[src/rtl/t07_tft_arbiter_pkg.sv]
// Shared types and default sizes for the SPI TFT word arbiter.
// The ST_ prefix on state names keeps them distinct from the GAP parameter.
package t07_tft_arb_pkg;

    typedef enum logic [1:0] {
        ST_IDLE = 2'd0,
        ST_SEND = 2'd1,
        ST_WAIT = 2'd2,
        ST_GAP  = 2'd3
    } state_t;

    localparam int DEFAULT_DW  = 16;
    localparam int DEFAULT_GAP = 4;

endpackage

[src/rtl/t07_tft_arbiter_if.sv]
// Requester and transmitter signals of the TFT word arbiter, bundled as one interface.
// The slave modport is the arbiter's view; the master modport is the view of the surrounding logic.
interface t07_tft_arbiter_if
    import t07_tft_arb_pkg::*;
#(
    parameter int NREQ = 2,
    parameter int DW   = DEFAULT_DW
);

    logic [NREQ-1:0]    req;
    logic [NREQ-1:0]    lock;
    logic [NREQ*DW-1:0] data;
    logic [NREQ-1:0]    grant;
    logic [NREQ-1:0]    done;
    logic [DW-1:0]      spi_in;
    logic               spi_wi;
    logic               spi_ack;
    logic               busy;
    logic               timeout_err;

    modport slave (
        input  req, lock, data, spi_ack,
        output grant, done, spi_in, spi_wi, busy, timeout_err
    );

    modport master (
        output req, lock, data, spi_ack,
        input  grant, done, spi_in, spi_wi, busy, timeout_err
    );

endinterface

[src/rtl/t07_tft_arbiter_rr_picker.sv]
// Combinational round-robin picker: returns the first requester after 'last', circularly.
// The search walks from the farthest candidate to the nearest so the nearest hit wins.
module t07_rr_picker #(
    parameter int NREQ = 2,
    parameter int IW   = (NREQ > 1) ? $clog2(NREQ) : 1
) (
    input  logic [NREQ-1:0] req,
    input  logic [IW-1:0]   last,
    output logic [IW-1:0]   winner,
    output logic            valid
);

    always_comb begin
        winner = '0;
        valid  = 1'b0;
        for (int i = NREQ; i >= 1; i--) begin
            if (req[(int'(last) + i) % NREQ]) begin
                winner = IW'((int'(last) + i) % NREQ);
                valid  = 1'b1;
            end
        end
    end

endmodule

[src/rtl/t07_tft_arbiter.sv]
// Round-robin owner of the single SPI TFT word transmitter, with optional per-requester burst lock.
// Optional ack-wait timeout is compiled in with `define T07_TFT_ARB_TIMEOUT_EN.
//
//  state   | meaning
//  --------+---------------------------------------------------------------
//  IDLE    | no owner; arbitrate among pending requests
//  SEND    | one cycle: spi_wi high, word latched on spi_in
//  WAIT    | waiting for spi_ack from the transmitter
//  GAP     | chip-select recovery; decide burst continue or release
module t07_tft_arbiter
    import t07_tft_arb_pkg::*;
#(
    parameter int NREQ      = 2,
    parameter int DW        = DEFAULT_DW,
    parameter int GAP       = DEFAULT_GAP,
    parameter int MAX_BURST = 16,
    parameter int TIMEOUT   = 1023
) (
    input logic               hwclk,
    input logic               reset,
    t07_tft_arbiter_if.slave  bus
);

    localparam int IW = (NREQ > 1) ? $clog2(NREQ) : 1;
    localparam int BW = $clog2(MAX_BURST + 1);
    localparam int GW = (GAP > 1) ? $clog2(GAP) : 1;

    state_t          state, state_nxt;
    logic [IW-1:0]   owner, owner_nxt;
    logic [IW-1:0]   last, last_nxt;
    logic [BW-1:0]   burst, burst_nxt;
    logic [GW-1:0]   gap_cnt, gap_cnt_nxt;
    logic [NREQ-1:0] grant, grant_nxt;
    logic [NREQ-1:0] done, done_nxt;
    logic [DW-1:0]   spi_in, spi_in_nxt;
    logic            spi_wi, spi_wi_nxt;
    logic            busy;

    logic [IW-1:0]   pick_idx;
    logic            pick_vld;
    logic            ack_hit;
    logic            to_hit;
    logic            to_release;
    logic            gap_last;
    logic            burst_more;

    t07_rr_picker #(
        .NREQ (NREQ),
        .IW   (IW)
    ) u_picker (
        .req    (bus.req),
        .last   (last),
        .winner (pick_idx),
        .valid  (pick_vld)
    );

    assign ack_hit    = (state == ST_WAIT) && bus.spi_ack;
    assign gap_last   = (gap_cnt == '0);
    // A timed-out word never extends a burst, whatever lock says.
    assign burst_more = bus.lock[owner] && bus.req[owner] &&
                        (burst < BW'(MAX_BURST)) && !to_release;

`ifdef T07_TFT_ARB_TIMEOUT_EN
    localparam int TW = $clog2(TIMEOUT + 1);

    logic [TW-1:0] to_cnt;
    logic          to_err;

    assign to_hit = (state == ST_WAIT) && !bus.spi_ack && (to_cnt == '0);

    always_ff @(posedge hwclk or posedge reset) begin
        if (reset) begin
            to_cnt     <= '0;
            to_err     <= 1'b0;
            to_release <= 1'b0;
        end else begin
            if (state == ST_SEND)
                to_cnt <= TW'(TIMEOUT - 1);
            else if ((state == ST_WAIT) && (to_cnt != '0))
                to_cnt <= to_cnt - TW'(1);

            if (to_hit) begin
                to_err     <= 1'b1;
                to_release <= 1'b1;
            end else if (state == ST_IDLE) begin
                to_release <= 1'b0;
            end
        end
    end

    assign bus.timeout_err = to_err;
`else
    logic [31:0] unused_timeout;

    assign unused_timeout  = TIMEOUT;
    assign to_hit          = 1'b0;
    assign to_release      = 1'b0;
    assign bus.timeout_err = 1'b0;
`endif

    always_ff @(posedge hwclk or posedge reset) begin
        if (reset)
            state <= ST_IDLE;
        else
            state <= state_nxt;
    end

    always_comb begin
        state_nxt = state;
        case (state)
            ST_IDLE: if (pick_vld) state_nxt = ST_SEND;
            ST_SEND: state_nxt = ST_WAIT;
            ST_WAIT: if (ack_hit || to_hit) state_nxt = ST_GAP;
            ST_GAP: begin
                if (gap_last)
                    state_nxt = burst_more ? ST_SEND : ST_IDLE;
            end
            default: state_nxt = ST_IDLE;
        endcase
    end

    always_comb begin
        owner_nxt   = owner;
        last_nxt    = last;
        burst_nxt   = burst;
        gap_cnt_nxt = gap_cnt;
        grant_nxt   = grant;
        done_nxt    = '0;
        spi_in_nxt  = spi_in;
        spi_wi_nxt  = 1'b0;
        case (state)
            ST_IDLE: begin
                if (pick_vld) begin
                    owner_nxt           = pick_idx;
                    grant_nxt           = '0;
                    grant_nxt[pick_idx] = 1'b1;
                    spi_in_nxt          = bus.data[int'(pick_idx)*DW +: DW];
                    spi_wi_nxt          = 1'b1;
                    burst_nxt           = BW'(1);
                end
            end
            ST_WAIT: begin
                if (ack_hit) begin
                    done_nxt[owner] = 1'b1;
                    gap_cnt_nxt     = GW'(GAP - 1);
                end else if (to_hit) begin
                    gap_cnt_nxt = GW'(GAP - 1);
                end
            end
            ST_GAP: begin
                if (!gap_last) begin
                    gap_cnt_nxt = gap_cnt - GW'(1);
                end else if (burst_more) begin
                    spi_in_nxt = bus.data[int'(owner)*DW +: DW];
                    spi_wi_nxt = 1'b1;
                    burst_nxt  = burst + BW'(1);
                end else begin
                    last_nxt  = owner;
                    grant_nxt = '0;
                end
            end
            default: ;
        endcase
    end

    always_ff @(posedge hwclk or posedge reset) begin
        if (reset) begin
            owner   <= '0;
            last    <= IW'(NREQ - 1);
            burst   <= '0;
            gap_cnt <= '0;
            grant   <= '0;
            done    <= '0;
            spi_in  <= '0;
            spi_wi  <= 1'b0;
            busy    <= 1'b0;
        end else begin
            owner   <= owner_nxt;
            last    <= last_nxt;
            burst   <= burst_nxt;
            gap_cnt <= gap_cnt_nxt;
            grant   <= grant_nxt;
            done    <= done_nxt;
            spi_in  <= spi_in_nxt;
            spi_wi  <= spi_wi_nxt;
            busy    <= (state_nxt != ST_IDLE);
        end
    end

    assign bus.grant  = grant;
    assign bus.done   = done;
    assign bus.spi_in = spi_in;
    assign bus.spi_wi = spi_wi;
    assign bus.busy   = busy;

endmodule

[src/flat_wrapper.sv]
// flat-port wrapper written by rule: the top's interface ports become plain ports
module t07_tft_arbiter_flat import t07_tft_arb_pkg::*;
#(
    parameter int NREQ      = 2,
    parameter int DW        = DEFAULT_DW,
    parameter int GAP       = DEFAULT_GAP,
    parameter int MAX_BURST = 16,
    parameter int TIMEOUT   = 1023
)
  (hwclk, reset, bus_req, bus_lock, bus_data, bus_spi_ack, bus_grant, bus_done, bus_spi_in, bus_spi_wi, bus_busy, bus_timeout_err);
  t07_tft_arbiter_if #(.NREQ(NREQ), .DW(DW)) bus_i ();
  input logic hwclk;
  input logic reset;
  input wire logic [$bits(bus_i.req)-1:0] bus_req;
  input wire logic [$bits(bus_i.lock)-1:0] bus_lock;
  input wire logic [$bits(bus_i.data)-1:0] bus_data;
  input wire logic [$bits(bus_i.spi_ack)-1:0] bus_spi_ack;
  output wire logic [$bits(bus_i.grant)-1:0] bus_grant;
  output wire logic [$bits(bus_i.done)-1:0] bus_done;
  output wire logic [$bits(bus_i.spi_in)-1:0] bus_spi_in;
  output wire logic [$bits(bus_i.spi_wi)-1:0] bus_spi_wi;
  output wire logic [$bits(bus_i.busy)-1:0] bus_busy;
  output wire logic [$bits(bus_i.timeout_err)-1:0] bus_timeout_err;
  assign bus_i.req = bus_req;
  assign bus_i.lock = bus_lock;
  assign bus_i.data = bus_data;
  assign bus_i.spi_ack = bus_spi_ack;
  assign bus_grant = bus_i.grant;
  assign bus_done = bus_i.done;
  assign bus_spi_in = bus_i.spi_in;
  assign bus_spi_wi = bus_i.spi_wi;
  assign bus_busy = bus_i.busy;
  assign bus_timeout_err = bus_i.timeout_err;
  t07_tft_arbiter #(.NREQ(NREQ), .DW(DW), .GAP(GAP), .MAX_BURST(MAX_BURST), .TIMEOUT(TIMEOUT)) u_core (.hwclk(hwclk), .reset(reset), .bus(bus_i));
endmodule
[config.mk]
export PLATFORM = sky130hd
export DESIGN_NAME = t07_tft_arbiter_flat
export DESIGN_NICKNAME = d
export VERILOG_FILES = /design/src/rtl/t07_tft_arbiter_pkg.sv /design/src/rtl/t07_tft_arbiter_if.sv /design/src/rtl/t07_tft_arbiter_rr_picker.sv /design/src/rtl/t07_tft_arbiter.sv /design/src/flat_wrapper.sv
export SDC_FILE = /design/constraint.sdc
export NUM_CORES = 1
export LEC_CHECK = 0
export CAP_MARGIN = 20
export CORE_MARGIN = 1
export CORE_UTILIZATION = 25
export CTS_BUF_LIST = sky130_fd_sc_hd__clkbuf_16
export CTS_CLUSTER_SIZE = 24
export DETAILED_ROUTE_END_ITERATION = 10
export PLACE_DENSITY = 0.51
export SYNTH_ARGS = -nofsm -noshare
export SYNTH_HDL_FRONTEND = slang
export SYNTH_HIERARCHICAL = 1
export SYNTH_SLANG_ARGS = --single-unit
[constraint.sdc]
create_clock -name hwclk -period 6.7 [get_ports hwclk]
set_input_delay 1.34 -clock hwclk [delete_from_list [all_inputs] [get_ports hwclk]]
set_output_delay 1.34 -clock hwclk [all_outputs]
set_load 0.03 [all_outputs]
==> impl_metrics.ini, run 1 <==
[global_routing]
grt_first_pass_wirelength_mm = 6.824
grt.total_usage_pct = 11.74
overflow = 0
grt_pass1_vias = 1421
antenna_found_initial = 0
grt_max_degree = 34

[setup_path]
slowest_stage = a21oi_4
end_kind = flip-flop
max_stage_delay_ps = 540
critical_path_peak_fanout = 16
crit_type = input port to flip-flop
crit_arrival_ps = 3470
critPathLaunchType = input port
worstPathRequired_ps = 6850
crit_chain = clkdlybuf4s50_1 > or2_1 > nand2b_1 > o21ai_1 > a21oi_4 > mux2_2

[yosys]
synth_fa_ha_area_share_pct = 4.895
synthXorXnorAreaFrac_pct = 0
yosys-top-cells-count = dfrtp_1, mux2_2, mux2_1
synth.avg_cell_area_um2 = 11.32
synth_flop_cell = dfrtp_1
synth_compound_area_share_pct = 11.47
ys_warn_count = 6
synth_fp_nets = 204
synthTopCellsByArea = dfrtp_1, mux2_2, mux2_1
synth_most_common_cell = dfrtp_1
ys_types = 41
synth_top_area_cell = dfrtp_1
synth_top_area_share_pct = 44.76
yosysSeqAreaShare_pct = 46.22
async_flop_share_pct = 100.0
ys_ff_latch = 33
syn-instance-count = 158
synth_edf_count = 0
synth_top_family_by_area = multiplexers
synthSimpleGateAreaFrac_pct = 10.98
syn_area_mm2 = 0.001789
synthMuxAreaShare_pct = 22.17

[clocking]
clockRootBuffer = clkbuf_16
cts_sinks = 33
cts_tree = yes
cts_max_path_buffers = 2
clk_latency_ps = 270
cts_setup_buffers = 0
numCtsBuffers = 5
ctsHoldBuffers = 0
path_clk_slew_ps = 50
cts_max_level = 2
cts.repair.resized = 0

[layout]
syn_to_final_growth_pct = 47.06
antenna_cells = 0
final_cell_area_mm2 = 0.002631
finish.utilization_pct = 38.31
final_nets = 268
drive_gt1_share_pct = 16.59

[outcome]
status = finished, final reports clean

[route]
detail-route-antenna-nets = 0
drt-total-wl_mm = 4.175
dr.pass1.iters = 5
drtIter0Drc = 51
routedWlPerCell_um = 13.09
via_per_inst = 4.448
vias = 1419
drc = 0

[power_and_ir_drop]
clkPwrFrac_pct = 18.2
seqPwrFrac_pct = 28.1
power.leakage_nw = 1.090
p_switching_mw = 0.4671
powerDensity_mw_per_mm2 = 447.7
internal_power_mw = 0.7109
pwr-share-comb_pct = 53.7
swShare_pct = 39.65
ir_worst_vdd_v = 0.0001492

[timing]
fin_skew_ps = 5.681
setup_tns_ps = 0
worst_pin_slew_ps = 729.9
post-route-min-period_ps = 3319
setup_viol = 0
drv_slew = 0
grt_setup_unrepaired = no
hold_viol = 0
slew_headroom_pct = 51.34
fin_crit_sh_pct = 49.54
max_freq_ghz = 0.3013
whs_ps = 479.5

[floorplanning]
fp-row-count = 30
dieArea_mm2 = 0.007500
die_w_um = 86.60
core_region_area_mm2 = 0.006869
die-height_um = 86.60
ios = 62
initial_core_util_pct = 26.05

[worst_hold_path]
min_path_type = flip-flop to flip-flop

[placement]
gp_congestion = 0.7268
dpl.hpwl_mm = 2.977
placed_cell_area_mm2 = 0.002482
port_buffers = 60

[job]
maxCapViolCount = 0
-- stage by stage --
| step | std cells | power, mW | setup WS [ps] |
|---|---|---|---|
| finish | 319 | 1.178 | 3381 |
| global route | 319 | 1.264 | 3176 |
| CTS | 318 | 1.192 | 3282 |
| detailed placement | 310 | 0.9698 | 2994 |
| global placement | 310 | 0.9645 | 3041 |
| floorplan | 158 | 0.7602 | 3876 |
-- path summary, 6_finish.rpt --
path | startpoint | endpoint | slack (ps) | cells after the start
setup reg to reg | u_core/state[1] | u_core/bus.spi_in[0] | 4200 | 5
hold reg to reg | u_core/bus.spi_in[2] | u_core/bus.spi_in[2] | 480 | 1
max in group asynchronous | reset | u_core/last | 4890 | 3
min in group asynchronous | reset | u_core/bus.done[0] | 1470 | 3
setup / recovery | bus_req[0] | u_core/bus.spi_in[10] | 3380 | 6
hold / removal | u_core/bus.spi_in[2] | u_core/bus.spi_in[2] | 480 | 1
-- logic make-up after synthesis --
| family | count (synthesis) |
|---|---|
| buf+inv | 15 |
| compound gates | 29 |
| simple gates | 38 |
| fa+ha+maj | 7 |
| other cells | 1 |
| flops | 33 |
| mux | 35 |
-- critical path: cells and delay by family --
kind	cells	cell delay, ps
AOI/OAI and AO/OA	2	750
buffers and inverters	1	490
muxes	1	400
and+or+nand+nor	2	480
-- cells in the final DEF (no fill, tap or decap), drive strengths merged, types with 3 or more instances in the layout --
cell type	count
ha	7
nor2	7
nand2	7
mux2	34
or2	3
dfrtp	32
nand3	10
inv	12
o21ai	7
nand2b	3
a21oi	7
clkbuf	5
clkdlybuf4s50	60
-- state kept, by name, indices dropped and copies added, names as in the netlist --
signal and cells:
u_core/bus.spi_wi 1, u_core/state 2, u_core/bus.grant 2, u_core/owner 1, u_core/bus.spi_in 16, u_core/burst 5
u_core/last 1, u_core/bus.busy 1, u_core/gap_cnt 2, u_core/bus.done 2
-- area by class of cell --
class | instances | area (um^2)
clock buffer | 5 | 125.1
clock inverter | 3 | 12.51
fill | 684 | 4238
inverter | 10 | 37.54
multi-input combinational | 110 | 889.6
sequential | 33 | 827.0
tap | 96 | 120.1
timing repair buffer | 62 | 619.3
-- power groups by stage --
stage | clock [mW] | sequential [mW] | combinational [mW]
global route | 0.235 | 0.345 | 0.684
global placement | 0 | 0.333 | 0.631
finish | 0.214 | 0.331 | 0.632
floorplan | 0 | 0.457 | 0.303
detailed placement | 0 | 0.336 | 0.634
CTS | 0.223 | 0.333 | 0.636
-- per-layer routing --
layer  part of all wire (%)  wire (um)  global-route usage (%)
met3                    7.5        313                   3.619
met4                    1.1         44                   4.091
met2                     43       1790                   18.18
met1                     49       2027                   15.48
met5                      0          0                       0
(Power assumes the default switching activity.)
==> run 2, diff against run 1 <==
Clock period 6.7 ns to 3.4 ns, I/O delays scaled along.
==> impl_metrics.ini, run 2 (same netlist as run 1, synthesis figures left out) <==
[global_routing]
grt_use_met1_pct = 15.07
antenna_found_initial = 0
grt_max_degree = 34
grt-busiest-layer = met2
grt.total_usage_pct = 11.86
use_met3_pct = 4.667
grt_pass1_vias = 1415
grt_first_pass_wirelength_mm = 6.775
overflow = 0
grt_use_met2_pct = 18.33

[outcome]
status = finished, final reports clean

[layout]
top_regs = u_core/bus.spi_in: 16 flops, u_core/burst: 5 flops
antenna_cells = 0
final_cell_area_mm2 = 0.002639
layout_common_cells = clkdlybuf4s50_1, dfrtp_1, mux2_2, mux2_1
largest-register = u_core/bus.spi_in
drive_gt1_share_pct = 16.96
final_nets = 269
largest_reg_flops = 16
layout_commonest_cell = clkdlybuf4s50_1
layout.cells.non_filler = 320
syn_to_final_growth_pct = 47.48

[clocking]
cts.repair.resized = 0
clk_latency_ps = 270
clockRootBuffer = clkbuf_16
cts_sinks = 33
cts_max_level = 2
path_clk_slew_ps = 50
cts_setup_buffers = 0
numCtsBuffers = 5
cts_max_path_buffers = 2
cts_tree = yes
ctsHoldBuffers = 0

[power_and_ir_drop]
power.leakage_nw = 1.088
powerDensity_mw_per_mm2 = 878.2
ir_worst_vdd_v = 0.0002369

[worst_hold_path]
min_path_type = flip-flop to flip-flop

[timing]
whs_ps = 479.7
fin_crit_sh_pct = 78.10
fin_skew_ps = 3.906
worst_pin_slew_ps = 572.6
drv_slew = 0
setup_tns_ps = 0
grt_setup_unrepaired = no
hold_viol = 0
setup_viol = 0
slew_headroom_pct = 61.82
post-route-min-period_ps = 2655
max_freq_ghz = 0.3766

[route]
drtIter0Drc = 38
dr.pass1.iters = 4
routedWlPerCell_um = 12.71
via_per_inst = 4.372
detail-route-antenna-nets = 0
vias = 1399
drt-total-wl_mm = 4.067
drc = 0

[placement]
gp_congestion = 0.7390
port_buffers = 60
placed_cell_area_mm2 = 0.002490
placed_cells = 311
dpl.hpwl_mm = 2.939

[job]
maxCapViolCount = 0

[setup_path]
critical_path_peak_fanout = 16
critPathLaunchType = input port
worstPathRequired_ps = 3560
crit_chain = clkdlybuf4s50_1 > or2_1 > nand2b_1 > o21ai_1 > a21oi_4 > mux2_2
crit_type = input port to flip-flop
slowest_stage = a21oi_4
end_kind = flip-flop
max_stage_delay_ps = 510
crit_arrival_ps = 2810

[floorplanning]
die-height_um = 86.60
core_region_area_mm2 = 0.006869
ios = 62
initial_core_util_pct = 26.05
fp-row-count = 30
dieArea_mm2 = 0.007500
die_w_um = 86.60
run 2: critical path: cells and delay by family:
family,cells,cell delay (ps)
AND/OR/NAND/NOR,2,490
multiplexers,1,400
AO/OA/AOI/OAI,2,740
buffers and inverters,1,500
run 2: final timing paths:
check | startpoint | to | slack (ps) | cells past startpoint
setup / recovery | bus_req[0] | u_core/bus.spi_in[13] | 740 | 6
hold / removal | u_core/bus.spi_in[8] | u_core/bus.spi_in[8] | 480 | 1
setup reg to reg | u_core/state[0] | u_core/bus.spi_in[13] | 1160 | 6
hold reg to reg | u_core/bus.spi_in[8] | u_core/bus.spi_in[8] | 480 | 1
max in group asynchronous | reset | u_core/last | 2260 | 3
min in group asynchronous | reset | u_core/bus.done[1] | 810 | 3
run 2: power breakdown:
part	internal, mW	total [mW]	switching, mW
clock	0.264	0.414	0.150
combinational	0.582	1.25	0.671
sequential	0.561	0.650	0.0894
run 2: stage by stage:
| step | power [mW] | setup WS, ps | util, % |
|---|---|---|---|
| 2_1_floorplan | 1.498 | 1236 | - |
| 3_3_place_gp | 1.910 | 428.9 | 36.25 |
| 3_5_place_dp | 1.922 | 361.0 | 36.25 |
| 4_1_cts | 2.354 | 643.7 | 38.25 |
| 5_1_grt | 2.491 | 575.8 | 38.42 |
| 6_report | 2.317 | 744.5 | 38.42 |
run 2: final cells by class:
type	count	area, um^2
Fill cell	693	4230
Clock buffer	5	125.1
Inverter	10	37.54
Clock inverter	3	12.51
Multi-Input combinational cell	110	889.6
Sequential cell	33	827.0
Tap cell	96	120.1
Timing Repair Buffer	63	626.9
run 2: per-layer routing:
metal,routed length [um],vias to the layer above,part of all wire [%]
met5,0,-,0
met4,53,0,1.3
met3,358,5,8.8
met2,1776,54,44
met1,1879,645,46
li1,-,695,-
==> run 3, diff against run 2 <==
Clock period 3.4 ns to 2.8 ns, I/O delays scaled along.
==> impl_metrics.ini, run 3 (same netlist as run 1, synthesis figures left out) <==
[timing]
setup_tns_ps = 0
setup_viol = 0
max_freq_ghz = 0.4182
post-route-min-period_ps = 2391
hold_viol = 0
drv_slew = 0
setup_slack_ps = 408.8
slew_headroom_pct = 62.81
fin_crit_sh_pct = 85.40
fin_skew_ps = 3.810
grt_setup_unrepaired = no
worst_pin_slew_ps = 557.8

[worst_hold_path]
hold_path_depth = 1
hold_start = u_core/bus.spi_in[3]
min_path_type = flip-flop to flip-flop
hold_path_end = u_core/bus.spi_in[3]

[clocking]
ctsHoldBuffers = 0
cts_max_path_buffers = 2
cts_max_level = 2
clockRootBuffer = clkbuf_16
cts_sinks = 33
clk_latency_ps = 270
numCtsBuffers = 5
cts_tree = yes
cts.repair.resized = 0
cts_setup_buffers = 0
path_clk_slew_ps = 50

[layout]
drive_gt1_share_pct = 17.62
layout_commonest_cell = clkdlybuf4s50_1
layout_common_cells = clkdlybuf4s50_1, dfrtp_1, mux2_2, inv_1, mux2_1
largest-register = u_core/bus.spi_in
top_regs = u_core/bus.spi_in: 16 flops, u_core/burst: 5 flops
largest_reg_flops = 16
antenna_cells = 0
final_nets = 272
syn_to_final_growth_pct = 49.37
final_cell_area_mm2 = 0.002673

[global_routing]
grt_pass1_vias = 1408
grt_max_degree = 34
antenna_found_initial = 0
overflow = 0
grt.total_usage_pct = 11.58
grt_first_pass_wirelength_mm = 6.617

[setup_path]
crit_arrival_ps = 2540
critPathLaunchType = input port
critical_path_peak_fanout = 16
end_kind = flip-flop
max_stage_delay_ps = 420
crit_type = input port to flip-flop
slowest_stage = clkdlybuf4s50_1
r2r_start = u_core/state[0]
worstPathRequired_ps = 2950
rrSetupSlack_ps = 770
worstRegToRegCells = 7
rr_endpoint = u_core/bus.spi_in[13]
crit_chain = clkdlybuf4s50_1 > buf_4 > or2_1 > nand2b_1 > o21ai_1 > a21oi_4 > buf_12 > mux2_1

[route]
drt-total-wl_mm = 3.982
dr.pass1.iters = 4
vias = 1415
drtIter0Drc = 38
via_per_inst = 4.381
drc = 0
detail-route-antenna-nets = 0
routedWlPerCell_um = 12.33

[power_and_ir_drop]
finalPower_mw = 2.862
pwr-share-comb_pct = 54.8
ir_worst_vdd_v = 0.0002682
p_switching_mw = 1.110
seqPwrFrac_pct = 27.7
swShare_pct = 38.80
internal_power_mw = 1.752
powerDensity_mw_per_mm2 = 1071
power.leakage_nw = 1.111
clkPwrFrac_pct = 17.5

[floorplanning]
core_region_area_mm2 = 0.006869
ios = 62
initial_core_util_pct = 26.05
dieArea_mm2 = 0.007500
die-height_um = 86.60
die_w_um = 86.60
fp-row-count = 30

[placement]
pre_cts_slack_ps = -75.72
port_buffers = 60
placed_cell_area_mm2 = 0.002525
dpl.hpwl_mm = 2.944
gp_congestion = 0.7354

[outcome]
status = finished, final reports clean

[job]
maxCapViolCount = 0
run 3: changes by cell type in the layout (fill, tap and decap cells not counted):
cell,before,now
buf_12,0,1
buf_4,2,4
clkinv_1,2,1
clkinv_2,1,0
inv_1,10,12
run 3: how the worst max path moves through the flow:
stage / end / startpoint
finish: u_core/bus.spi_in[2] / bus_req[0]
floorplan: u_core/bus.spi_in[1] / u_core/state[1]
global route: u_core/bus.spi_in[9] / bus_req[0]
CTS: u_core/bus.spi_in[3] / bus_req[1]
detailed placement: u_core/bus.spi_in[3] / bus_req[1]
global placement: u_core/bus.spi_in[1] / bus_req[1]
run 3: power by group through the flow:
| stage | Combinational (mW) | Clock, mW | Sequential, mW |
|---|---|---|---|
| 2_1_floorplan | 0.726 | 0 | 1.09 |
| 3_3_place_gp | 1.57 | 0 | 0.804 |
| 3_5_place_dp | 1.58 | 0 | 0.804 |
| 4_1_cts | 1.58 | 0.524 | 0.797 |
| 5_1_grt | 1.70 | 0.547 | 0.823 |
| 6_report | 1.57 | 0.500 | 0.793 |
run 3: metrics by stage:
step	hold WS [ps]	utilization, %	std cells
3_5_place_dp	478.9	36.76	314
3_3_place_gp	467.7	36.76	314
5_1_grt	507.3	38.91	323
6_report	485.1	38.91	323
2_1_floorplan	477.5	-	158
4_1_cts	489.9	38.74	322
run 3: metal layers:
layer  share of wire (%)  global-route usage, %  wire length, um  vias to the layer above
met1                  47                  14.36             1882                      658
li1                    -                      -                -                      701
met3                 8.4                  4.571              333                        5
met2                  43                  18.25             1718                       51
met4                 1.2                  4.091               47                        0
met5                   0                      0                0                        -
run 3: cell type report:
cell class / instances / area (um^2)
well taps: 96 / 120.1
clock buffers: 5 / 125.1
inverters: 10 / 37.54
clock inverters: 3 / 11.26
flip-flops and latches: 33 / 827.0
repair buffers: 66 / 661.9
fillers: 681 / 4197
multi-input cells: 110 / 889.6
run 3: critical path: cells and delay by family:
family,cells,cell delay [ps]
buffers and inverters,3,730
AOI/OAI and AO/OA,2,370
muxes,1,310
and+or+nand+nor,2,540
